$ cat config.mk
export PLATFORM = sky130hd
export DESIGN_NAME = apb_master_arbiter_flat
export DESIGN_NICKNAME = d
export VERILOG_FILES = /design/src/rtl/apb_master_arbiter_if.sv /design/src/rtl/apb_master_arbiter.sv /design/src/flat_wrapper.sv
export SDC_FILE = /design/constraint.sdc
export NUM_CORES = 1
export LEC_CHECK = 0
export BUFFER_PORTS_ARGS = -buffer_cell sky130_fd_sc_hd__buf_2
export CAP_MARGIN = 20
export CORE_AREA = 3 3 131 133
export CTS_BUF_LIST = sky130_fd_sc_hd__clkbuf_16
export DETAILED_ROUTE_END_ITERATION = 16
export DIE_AREA = 0 0 134 136
export GPL_ROUTABILITY_DRIVEN = 1
export HOLD_SLACK_MARGIN = 0.1
export PLACE_DENSITY_LB_ADDON = 0.25
export SYNTH_ARGS = -nofsm -noshare
export SYNTH_HDL_FRONTEND = slang
export SYNTH_SLANG_ARGS = --single-unit
$ cat constraint.sdc
create_clock -name pclk_i -period 9.4 [get_ports pclk_i]
set_input_delay 0.94 -clock pclk_i [delete_from_list [all_inputs] [get_ports pclk_i]]
set_output_delay 0.94 -clock pclk_i [all_outputs]
set_load 0.01 [all_outputs]
$ cat src/rtl/apb_master_arbiter_if.sv
`default_nettype none
// ============================================================================
// Module   : apb_master_arbiter_if
// Brief    : Requester-side and APB-side signal bundle of apb_master_arbiter.
// Revision : 1.0 - initial release
// ============================================================================
interface apb_master_arbiter_if #(
    parameter int MASTER_COUNT = 3,
    parameter int ADDR_WIDTH   = 32,
    parameter int DATA_WIDTH   = 32
);
    logic [MASTER_COUNT-1:0]                 req_i;
    logic [MASTER_COUNT-1:0][ADDR_WIDTH-1:0] req_addr_i;
    logic [MASTER_COUNT-1:0]                 req_write_i;
    logic [MASTER_COUNT-1:0][DATA_WIDTH-1:0] req_wdata_i;
    logic [MASTER_COUNT-1:0]                 gnt_o;
    logic [MASTER_COUNT-1:0]                 done_o;
    logic [DATA_WIDTH-1:0]                   rdata_o;
    logic                                    slverr_o;
    logic                                    busy_o;

    logic                                    psel_o;
    logic                                    penable_o;
    logic                                    pwrite_o;
    logic [ADDR_WIDTH-1:0]                   paddr_o;
    logic [DATA_WIDTH-1:0]                   pwdata_o;
    logic                                    pready_i;
    logic                                    pslverr_i;
    logic [DATA_WIDTH-1:0]                   prdata_i;

    // Arbiter (APB master) view.
    modport master (
        input  req_i, req_addr_i, req_write_i, req_wdata_i,
        input  pready_i, pslverr_i, prdata_i,
        output gnt_o, done_o, rdata_o, slverr_o, busy_o,
        output psel_o, penable_o, pwrite_o, paddr_o, pwdata_o
    );

    // Environment view: requesters plus the muxed APB slave response.
    modport slave (
        output req_i, req_addr_i, req_write_i, req_wdata_i,
        output pready_i, pslverr_i, prdata_i,
        input  gnt_o, done_o, rdata_o, slverr_o, busy_o,
        input  psel_o, penable_o, pwrite_o, paddr_o, pwdata_o
    );
endinterface
`default_nettype wire

$ cat src/rtl/apb_master_arbiter.sv
`default_nettype none
// ============================================================================
// Module   : apb_master_arbiter
// Brief    : Round-robin arbiter sharing one APB master port, with timeout.
// Revision : 1.0 - initial release
// ============================================================================
module apb_master_arbiter #(
    parameter int MASTER_COUNT = 3,
    parameter int ADDR_WIDTH   = 32,
    parameter int DATA_WIDTH   = 32,
    parameter int TIMEOUT      = 16
) (
    input  wire logic            pclk_i,
    input  wire logic            presetn_i,
    apb_master_arbiter_if.master bus
);
    localparam int c_OWNER_W = (MASTER_COUNT > 1) ? $clog2(MASTER_COUNT) : 1;
    localparam int c_CNT_W   = (TIMEOUT > 0) ? $clog2(TIMEOUT + 1) : 1;
    localparam bit c_TO_EN   = (TIMEOUT > 0);
    localparam logic [c_CNT_W-1:0]   c_CNT_LAST = c_CNT_W'((TIMEOUT > 0) ? TIMEOUT - 1 : 0);
    localparam logic [c_OWNER_W-1:0] c_LAST_RST = c_OWNER_W'(MASTER_COUNT - 1);
    localparam logic [c_OWNER_W:0]   c_MC_EXT   = (c_OWNER_W + 1)'(MASTER_COUNT);
    localparam logic [MASTER_COUNT-1:0] c_ONE   = MASTER_COUNT'(1);

    typedef enum logic [1:0] {
        S_IDLE   = 2'd0,
        S_SETUP  = 2'd1,
        S_ACCESS = 2'd2
    } state_t;

    state_t                    r_state;
    state_t                    w_state_nxt;
    logic [c_OWNER_W-1:0]      r_owner;
    logic [c_OWNER_W-1:0]      r_last;
    logic [c_CNT_W-1:0]        r_cnt;
    logic [ADDR_WIDTH-1:0]     r_paddr;
    logic                      r_pwrite;
    logic [DATA_WIDTH-1:0]     r_pwdata;

    logic                      w_any_req;
    logic [2*MASTER_COUNT-1:0] w_req_rot;
    logic [c_OWNER_W-1:0]      w_offset;
    logic [c_OWNER_W:0]        w_sum;
    logic [c_OWNER_W-1:0]      w_winner;
    logic                      w_timeout;
    logic                      w_complete;

    // Rotate requests so bit 0 is the requester right after the last owner,
    // then take the lowest set bit and map it back to an absolute index.
    always_comb begin
        w_any_req = |bus.req_i;
        w_req_rot = {bus.req_i, bus.req_i} >> ({1'b0, r_last} + 1'b1);
        w_offset  = '0;
        for (int j = MASTER_COUNT - 1; j >= 0; j--) begin
            if (w_req_rot[j]) begin
                w_offset = c_OWNER_W'(j);
            end
        end
        w_sum = {1'b0, r_last} + 1'b1 + {1'b0, w_offset};
        if (w_sum >= c_MC_EXT) begin
            w_sum = w_sum - c_MC_EXT;
        end
        w_winner = w_sum[c_OWNER_W-1:0];
    end

    always_ff @(posedge pclk_i) begin
        if (!presetn_i) begin
            r_state <= S_IDLE;
        end else begin
            r_state <= w_state_nxt;
        end
    end

    always_comb begin
        w_state_nxt   = r_state;
        w_timeout     = 1'b0;
        w_complete    = 1'b0;
        bus.psel_o    = 1'b0;
        bus.penable_o = 1'b0;
        bus.busy_o    = 1'b0;
        bus.gnt_o     = '0;
        bus.done_o    = '0;
        bus.rdata_o   = '0;
        bus.slverr_o  = 1'b0;
        case (r_state)
            S_IDLE: begin
                if (w_any_req) begin
                    w_state_nxt = S_SETUP;
                end
            end
            S_SETUP: begin
                bus.psel_o  = 1'b1;
                bus.busy_o  = 1'b1;
                bus.gnt_o   = c_ONE << r_owner;
                w_state_nxt = S_ACCESS;
            end
            S_ACCESS: begin
                bus.psel_o    = 1'b1;
                bus.penable_o = 1'b1;
                bus.busy_o    = 1'b1;
                bus.gnt_o     = c_ONE << r_owner;
                w_timeout     = c_TO_EN && !bus.pready_i && (r_cnt == c_CNT_LAST);
                w_complete    = bus.pready_i || w_timeout;
                if (w_complete) begin
                    w_state_nxt  = S_IDLE;
                    bus.done_o   = c_ONE << r_owner;
                    bus.slverr_o = bus.pready_i ? bus.pslverr_i : 1'b1;
                    if (bus.pready_i && !r_pwrite) begin
                        bus.rdata_o = bus.prdata_i;
                    end
                end
            end
            default: begin
                w_state_nxt = S_IDLE;
            end
        endcase
    end

    always_ff @(posedge pclk_i) begin
        if (!presetn_i) begin
            r_owner  <= '0;
            r_last   <= c_LAST_RST;
            r_cnt    <= '0;
            r_paddr  <= '0;
            r_pwrite <= 1'b0;
            r_pwdata <= '0;
        end else begin
            case (r_state)
                S_IDLE: begin
                    if (w_any_req) begin
                        r_owner  <= w_winner;
                        r_paddr  <= bus.req_addr_i[w_winner];
                        r_pwrite <= bus.req_write_i[w_winner];
                        r_pwdata <= bus.req_wdata_i[w_winner];
                        r_cnt    <= '0;
                    end
                end
                S_ACCESS: begin
                    if (w_complete) begin
                        r_last <= r_owner;
                    end else if (c_TO_EN) begin
                        r_cnt <= r_cnt + 1'b1;
                    end
                end
                default: begin
                end
            endcase
        end
    end

    assign bus.paddr_o  = r_paddr;
    assign bus.pwrite_o = r_pwrite;
    assign bus.pwdata_o = r_pwdata;
endmodule
`default_nettype wire
$ cat src/flat_wrapper.sv
// flat-port wrapper written by rule: the top's interface ports become plain ports
module apb_master_arbiter_flat 
#(
    parameter int MASTER_COUNT = 3,
    parameter int ADDR_WIDTH   = 32,
    parameter int DATA_WIDTH   = 32,
    parameter int TIMEOUT      = 16
)
  (pclk_i, presetn_i, bus_req_i, bus_req_addr_i, bus_req_write_i, bus_req_wdata_i, bus_pready_i, bus_pslverr_i, bus_prdata_i, bus_gnt_o, bus_done_o, bus_rdata_o, bus_slverr_o, bus_busy_o, bus_psel_o, bus_penable_o, bus_pwrite_o, bus_paddr_o, bus_pwdata_o);
  apb_master_arbiter_if #(.MASTER_COUNT(MASTER_COUNT), .ADDR_WIDTH(ADDR_WIDTH), .DATA_WIDTH(DATA_WIDTH)) bus_i ();
  input  wire logic pclk_i;
  input  wire logic presetn_i;
  input wire logic [$bits(bus_i.req_i)-1:0] bus_req_i;
  input wire logic [$bits(bus_i.req_addr_i)-1:0] bus_req_addr_i;
  input wire logic [$bits(bus_i.req_write_i)-1:0] bus_req_write_i;
  input wire logic [$bits(bus_i.req_wdata_i)-1:0] bus_req_wdata_i;
  input wire logic [$bits(bus_i.pready_i)-1:0] bus_pready_i;
  input wire logic [$bits(bus_i.pslverr_i)-1:0] bus_pslverr_i;
  input wire logic [$bits(bus_i.prdata_i)-1:0] bus_prdata_i;
  output wire logic [$bits(bus_i.gnt_o)-1:0] bus_gnt_o;
  output wire logic [$bits(bus_i.done_o)-1:0] bus_done_o;
  output wire logic [$bits(bus_i.rdata_o)-1:0] bus_rdata_o;
  output wire logic [$bits(bus_i.slverr_o)-1:0] bus_slverr_o;
  output wire logic [$bits(bus_i.busy_o)-1:0] bus_busy_o;
  output wire logic [$bits(bus_i.psel_o)-1:0] bus_psel_o;
  output wire logic [$bits(bus_i.penable_o)-1:0] bus_penable_o;
  output wire logic [$bits(bus_i.pwrite_o)-1:0] bus_pwrite_o;
  output wire logic [$bits(bus_i.paddr_o)-1:0] bus_paddr_o;
  output wire logic [$bits(bus_i.pwdata_o)-1:0] bus_pwdata_o;
  assign bus_i.req_i = bus_req_i;
  assign bus_i.req_addr_i = bus_req_addr_i;
  assign bus_i.req_write_i = bus_req_write_i;
  assign bus_i.req_wdata_i = bus_req_wdata_i;
  assign bus_i.pready_i = bus_pready_i;
  assign bus_i.pslverr_i = bus_pslverr_i;
  assign bus_i.prdata_i = bus_prdata_i;
  assign bus_gnt_o = bus_i.gnt_o;
  assign bus_done_o = bus_i.done_o;
  assign bus_rdata_o = bus_i.rdata_o;
  assign bus_slverr_o = bus_i.slverr_o;
  assign bus_busy_o = bus_i.busy_o;
  assign bus_psel_o = bus_i.psel_o;
  assign bus_penable_o = bus_i.penable_o;
  assign bus_pwrite_o = bus_i.pwrite_o;
  assign bus_paddr_o = bus_i.paddr_o;
  assign bus_pwdata_o = bus_i.pwdata_o;
  apb_master_arbiter #(.MASTER_COUNT(MASTER_COUNT), .ADDR_WIDTH(ADDR_WIDTH), .DATA_WIDTH(DATA_WIDTH), .TIMEOUT(TIMEOUT)) u_core (.pclk_i(pclk_i), .presetn_i(presetn_i), .bus(bus_i));
endmodule
[Word-level counts from Yosys, hierarchy flattened]
Cells that the tools add are included.
Storage, ports and cells
  flip-flop bits (word level): 76
  bits in latches: 0
  memory bits (writable): 0
  bits in read-only memories: 0
  bits of input ports: 234
  output and inout bits: 107
  memories kept: 0
Cells by class
  add/sub/neg operators: 4
  multipliers: 0
  div/mod/pow operators: 0
  order comparisons: 2
  equal/unequal tests: 6
  shift operators: 2
  muxes and demuxes: 28
  bitwise gates (word level): 0
  reductions and logical operators: 13
Operators by type and width (count)
  32-bit 2-to-1 mux: 5
  32-bit binary-select mux with 2-bit select: 2
  2-bit 2-to-1 mux: 6
  5-bit 2-to-1 mux: 2
  5-bit one-hot mux with 2 select lines: 1
  3-bit 2-to-1 mux: 3
  1-bit 2-to-1 mux: 7
  2-bit one-hot mux with 3 select lines: 1
  2-bit AND reduction: 3
  6-bit by 3-bit right shift with 3-bit output: 1
  5-bit by 1-bit adder with 5-bit output, second input constant: 1
  5-bit by 4-bit == test with 1-bit output, second input constant: 1
  2-bit by 1-bit inequality test with 1-bit output, second input constant: 2
  2-bit by 1-bit adder with 3-bit output, second input constant: 1
  3-bit by 2-bit adder with 3-bit output: 1
  3-bit by 2-bit greater-or-equal comparator with 1-bit output, second input constant: 1
  2-bit by 3-bit < comparator with 1-bit output, second input constant: 1
  3-bit AND reduction: 1
  3-bit OR reduction: 1
  1-bit by 2-bit << shifter with 3-bit output, first input constant: 1
  1-bit binary-select mux with 2-bit select: 1
  2-bit by 1-bit == test with 1-bit output, second input constant: 1
  2-bit == test, second input constant: 1
  1-bit logical AND: 2
  7 further kinds: 8

[Depth between registers and ports, before layout]
  depth after elaboration: 10
  gate-level depth with buffers: 16

[Worst setup path before layout]
No wires, ideal clock.
  path kind: input to register
  start: input port bus_req_i[1]
  end: register u_core.r_paddr[0] (netlist: u_core.bus.paddr_o[0])
  library setup time: 0.124 ns
  arrival time: 3.631 ns
  data required time: 9.276 ns
  path slack: 5.644 ns
  stages on the path: 15
  path buffers: 5
  path through: clkbuf_1 -> nand2_1 -> o21ai_0 -> o21ai_0 -> ha_1 -> buf_2 -> buf_1 -> inv_1 -> ha_1 -> buf_2 -> buf_2 -> mux2i_1 -> o2bb2ai_1 -> a221oi_1 -> a21oi_1
Between the ends
  word-level cells in the longest chain between the ends: 9
Ends and longest elaborated chain
  start: declaration: line flat_wrapper.sv:13  | input wire logic [$bits(bus_i.req_i)-1:0] bus_req_i;
  6-bit by 3-bit right shift with 3-bit output: line apb_master_arbiter.sv:52  | w_req_rot = {bus.req_i, bus.req_i} >> ({1'b0, r_last} + 1'b1);
  2-bit 2-to-1 mux (3 in a row): line apb_master_arbiter.sv:55  | if (w_req_rot[j]) begin
  3-bit by 2-bit adder with 3-bit output: line apb_master_arbiter.sv:59  | w_sum = {1'b0, r_last} + 1'b1 + {1'b0, w_offset};
  3-bit by 2-bit greater-or-equal comparator with 1-bit output / 2-bit subtractor (equally long branches): line apb_master_arbiter.sv:60, apb_master_arbiter.sv:61
  2-bit 2-to-1 mux: line apb_master_arbiter.sv:60  | if (w_sum >= c_MC_EXT) begin
  32-bit binary-select mux with 2-bit select: line apb_master_arbiter.sv:132  | r_paddr <= bus.req_addr_i[w_winner];
  32-bit 2-to-1 mux (not written as such): line apb_master_arbiter.sv:132
  end signal: assignment: line apb_master_arbiter.sv:132
  end: declaration: line apb_master_arbiter.sv:36  | logic [ADDR_WIDTH-1:0] r_paddr;
Parallel ways exist; a longest one is shown, timed or not. The select of a mux whose other input is x is not followed.
A chain may end at the register's enable or synchronous reset.

[Worst setup path in the final report]
  start: input port bus_req_i[2]
  end: register u_core.r_pwdata[2] (netlist: u_core.bus.pwdata_o[2])
Between the ends
  word-level cells in the longest chain between the ends: 9
Ends and longest elaborated chain
  6-bit by 3-bit right shift with 3-bit output: line apb_master_arbiter.sv:52
  2-bit 2-to-1 mux (3 in a row): line apb_master_arbiter.sv:55
  3-bit by 2-bit adder with 3-bit output: line apb_master_arbiter.sv:59
  3-bit by 2-bit greater-or-equal comparator with 1-bit output / 2-bit subtractor (equally long branches): line apb_master_arbiter.sv:60, apb_master_arbiter.sv:61
  2-bit 2-to-1 mux: line apb_master_arbiter.sv:60
  32-bit binary-select mux with 2-bit select: line apb_master_arbiter.sv:134  | r_pwdata <= bus.req_wdata_i[w_winner];
  32-bit 2-to-1 mux (not written as such): line apb_master_arbiter.sv:134
  end signal: assignment: line apb_master_arbiter.sv:134
  end: declaration: line apb_master_arbiter.sv:38  | logic [DATA_WIDTH-1:0] r_pwdata;
Parallel ways exist; a longest one is shown, timed or not. The select of a mux whose other input is x is not followed.

==> reports/results.ini <==
[finish]
fin_area_mm2 = 0.00689
seq_area_mm2 = 0.00152
fill_cells = 1639
nets = 1103
drive_gt1_share_pct = 43.1
multi_input_area_mm2 = 0.00297
diodes = 0
area_growth_pct = 45.6

[clocking]
clockRootBuffer = clkbuf_16
clock_sinks = 76
cts_resized = 0
numCtsBuffers = 9
path_clk_slew_ns = 0.06
post_cts.repair.setup_buffers = 0
holdBufCountCts = 0
cts_tree = yes
cts.htree.levels = 3
clock_latency_ns = 0.34
cts_buffer_depth = 2

[worst_setup_path]
crit_path_start_kind = input port
cp_slowest_cell = ha_2
critPathMaxStageDelay_ns = 0.63
crit_path_cell_trace = buf_2 > nand2_1 > o211ai_1 > o21ai_0 > ha_1 > inv_1 > fa_1 > ha_2 > buf_4 > mux2i_1 > o2bb2ai_1 > a221oi_1 > a21oi_1
crit_buf_inv = 3
critPathKind = input port to flip-flop
cp_max_fo = 23
crit_arrival_ns = 4.12
required_ns = 9.61
worstSetupEndpointType = flip-flop
critPathTopFamily = adder cells

[power_and_ir_drop]
seqPwrFrac_pct = 32.7
pwr-share-clk_pct = 27.2
intPower_mw = 0.818
power_switching_mw = 0.477
netSwitchingFraction_pct = 36.9
power_density_mw_per_mm2 = 188
p_total_mw = 1.29
p_leak_nw = 3.42
peakVddDrop_mv = 0.0981
combPwrFrac_pct = 40.2

[logic_synthesis]
synth.distinct_cells = 41
synth_mux_area_share_pct = 14.2
synth-seq-area-share_pct = 32.1
synthAdderAreaFrac_pct = 2.27
synth_top_cell_by_area = dfxtp_1
async_flop_share_pct = 0
synthXorXnorAreaFrac_pct = 0.370
yosysMostFrequentCell = dfxtp_1
yosysWarnings = 0
synthTopCellsByCount = dfxtp_1, o21ai_0, mux2i_1
syn_area_per_cell_um2 = 8.58
synth_area_leaders = dfxtp_1, mux2i_1, o21ai_0
synth_compound_area_share_pct = 32.3
synth_top_family_by_area = compound AO/OA/AOI/OAI gates
syn_nets = 794
synth_top_area_share_pct = 32.1
synth_area_mm2 = 0.00473
synthFlopType = dfxtp_1
synth_simple_gate_area_share_pct = 12.9
synth-seq-cells = 76
synthCells = 552
synth_edf_count = 0

[timing]
rsz0062_at_grt = no
finalCritPeriodShare_pct = 41.5
max_freq_mhz = 256
hold_viol_final = 0
slew-limit-headroom_pct = 31.8
setup_viol = 0
tightest_slew_ns = 1.02
fin_skew_ns = 0.00509
slew_viol_final = 0
fin_tns_setup_ns = 0
min_period_ns = 3.90

[route]
drc = 0
antenna_left = 0
num_vias = 5426
routedWlPerCell_um = 17.2
routed_wl_um = 18600
drt_iter0_markers = 230
vias_per_cell = 5.01
drt_pre_antenna_iters = 4

[place]
io_buffers = 340
dpl.hpwl_um = 13700
gp_congestion = 0.819
place_area_mm2 = 0.00657

[outcome]
status = finished, final reports clean

[grt]
grt_pass1_wl_um = 28200
grt_max_degree = 50
grt_pass1_vias = 5241
grtUsageTotal_pct = 19.3
antenna_found_initial = 0
overflow = 0

[floorplanning]
core_area_mm2 = 0.0159
start_util_pct = 29.7
dieArea_mm2 = 0.0182
die_x_um = 134
io_pins = 341
num_rows = 46
die_h_um = 136

[min_path]
hold_path_class = flip-flop to flip-flop

[flow_run]
maxCapViolCount = 0

## worst reg2reg max path, delay by kind of cell, from the launching register on
family | cells | cell delay [ns]
AOI/OAI and AO/OA | 5 | 0.80
and+or+nand+nor | 1 | 0.11
adders and majority gates | 3 | 1.33
buffers and inverters | 2 | 0.52
muxes | 1 | 0.26
DFF | 1 | 0.47
## layer usage
layer	wire, um	vias up	share of wire, %	global-route usage [%]
met5	0	-	0	0
met4	159	0	0.85	3.54
met3	1350	12	7.3	5.66
met2	8810	222	47	31.8
met1	8300	2460	45	25.5
li1	-	2732	-	-
## placed cells by master, fill, tap and decap left out, types with 2 or more instances in the layout
master	count
buf_2	340
dfxtp_1	76
o21ai_0	70
mux2i_1	67
nand2_1	46
a21oi_1	39
a221oi_1	39
and2_1	37
o2bb2ai_1	33
a32oi_1	28
buf_4	11
inv_1	9
clkbuf_16	9
nor2_1	6
ha_1	6
nor2b_1	5
nor3b_1	4
nor3_1	3
o21ai_1	3
o211a_1	3
nand3_1	2
and3b_1	2
nand2b_1	2
xnor2_1	2
## flip-flops by register name, summed over array words and instances (netlist names)
register             count
u_core.r_state           2
u_core.r_owner           2
u_core.bus.pwrite_o      1
u_core.r_last            2
u_core.bus.paddr_o      32
u_core.bus.pwdata_o     32
u_core.r_cnt             5
## through the flow
step,std cells,utilization (%),worst slack (ns),hold slack [ns]
2_1_floorplan,552,-,5.64,0.477
3_3_place_gp,1065,41.2,5.12,0.443
3_5_place_dp,1065,41.2,5.14,0.454
4_1_cts,1081,43.1,5.49,0.469
5_1_grt,1082,43.2,5.14,0.488
6_report,1082,43.2,5.50,0.464
## kinds of logic after synthesis
logic type | after synthesis
fa+ha+maj | 8
mux | 67
compound gates | 223
flops | 76
buf+inv | 62
simple gates | 114
xor+xnor | 2
## power groups by stage
stage	sequential (mW)	clock [mW]	combinational (mW)
finish	0.423	0.352	0.520
global route	0.430	0.376	0.574
CTS	0.423	0.363	0.518
detailed placement	0.427	0	0.517
global placement	0.429	0	0.514
floorplan	0.454	0	0.291
## layout make-up
| class | count | area share (%) |
|---|---|---|
| Inverter | 8 | 0.436 |
| Clock inverter | 7 | 0.980 |
| Clock buffer | 9 | 3.27 |
| Sequential cell | 76 | 22.1 |
| Tap cell | 216 | 3.92 |
| Timing Repair Buffer | 352 | 26.3 |
| Multi-Input combinational cell | 414 | 43.0 |
## final timing paths
| path | start | end | slack, ns | cells past startpoint |
|---|---|---|---|---|
| worst max-delay path | bus_req_i[2] | u_core.bus.pwdata_o[2] | 5.50 | 13 |
| worst min-delay path | u_core.bus.paddr_o[8] | u_core.bus.paddr_o[8] | 0.46 | 2 |
| worst max register to register | u_core.r_last[1] | u_core.bus.pwdata_o[2] | 5.77 | 12 |
| worst min register to register | u_core.bus.paddr_o[8] | u_core.bus.paddr_o[8] | 0.46 | 2 |
Note: power is estimated with default switching activity, not from simulation.
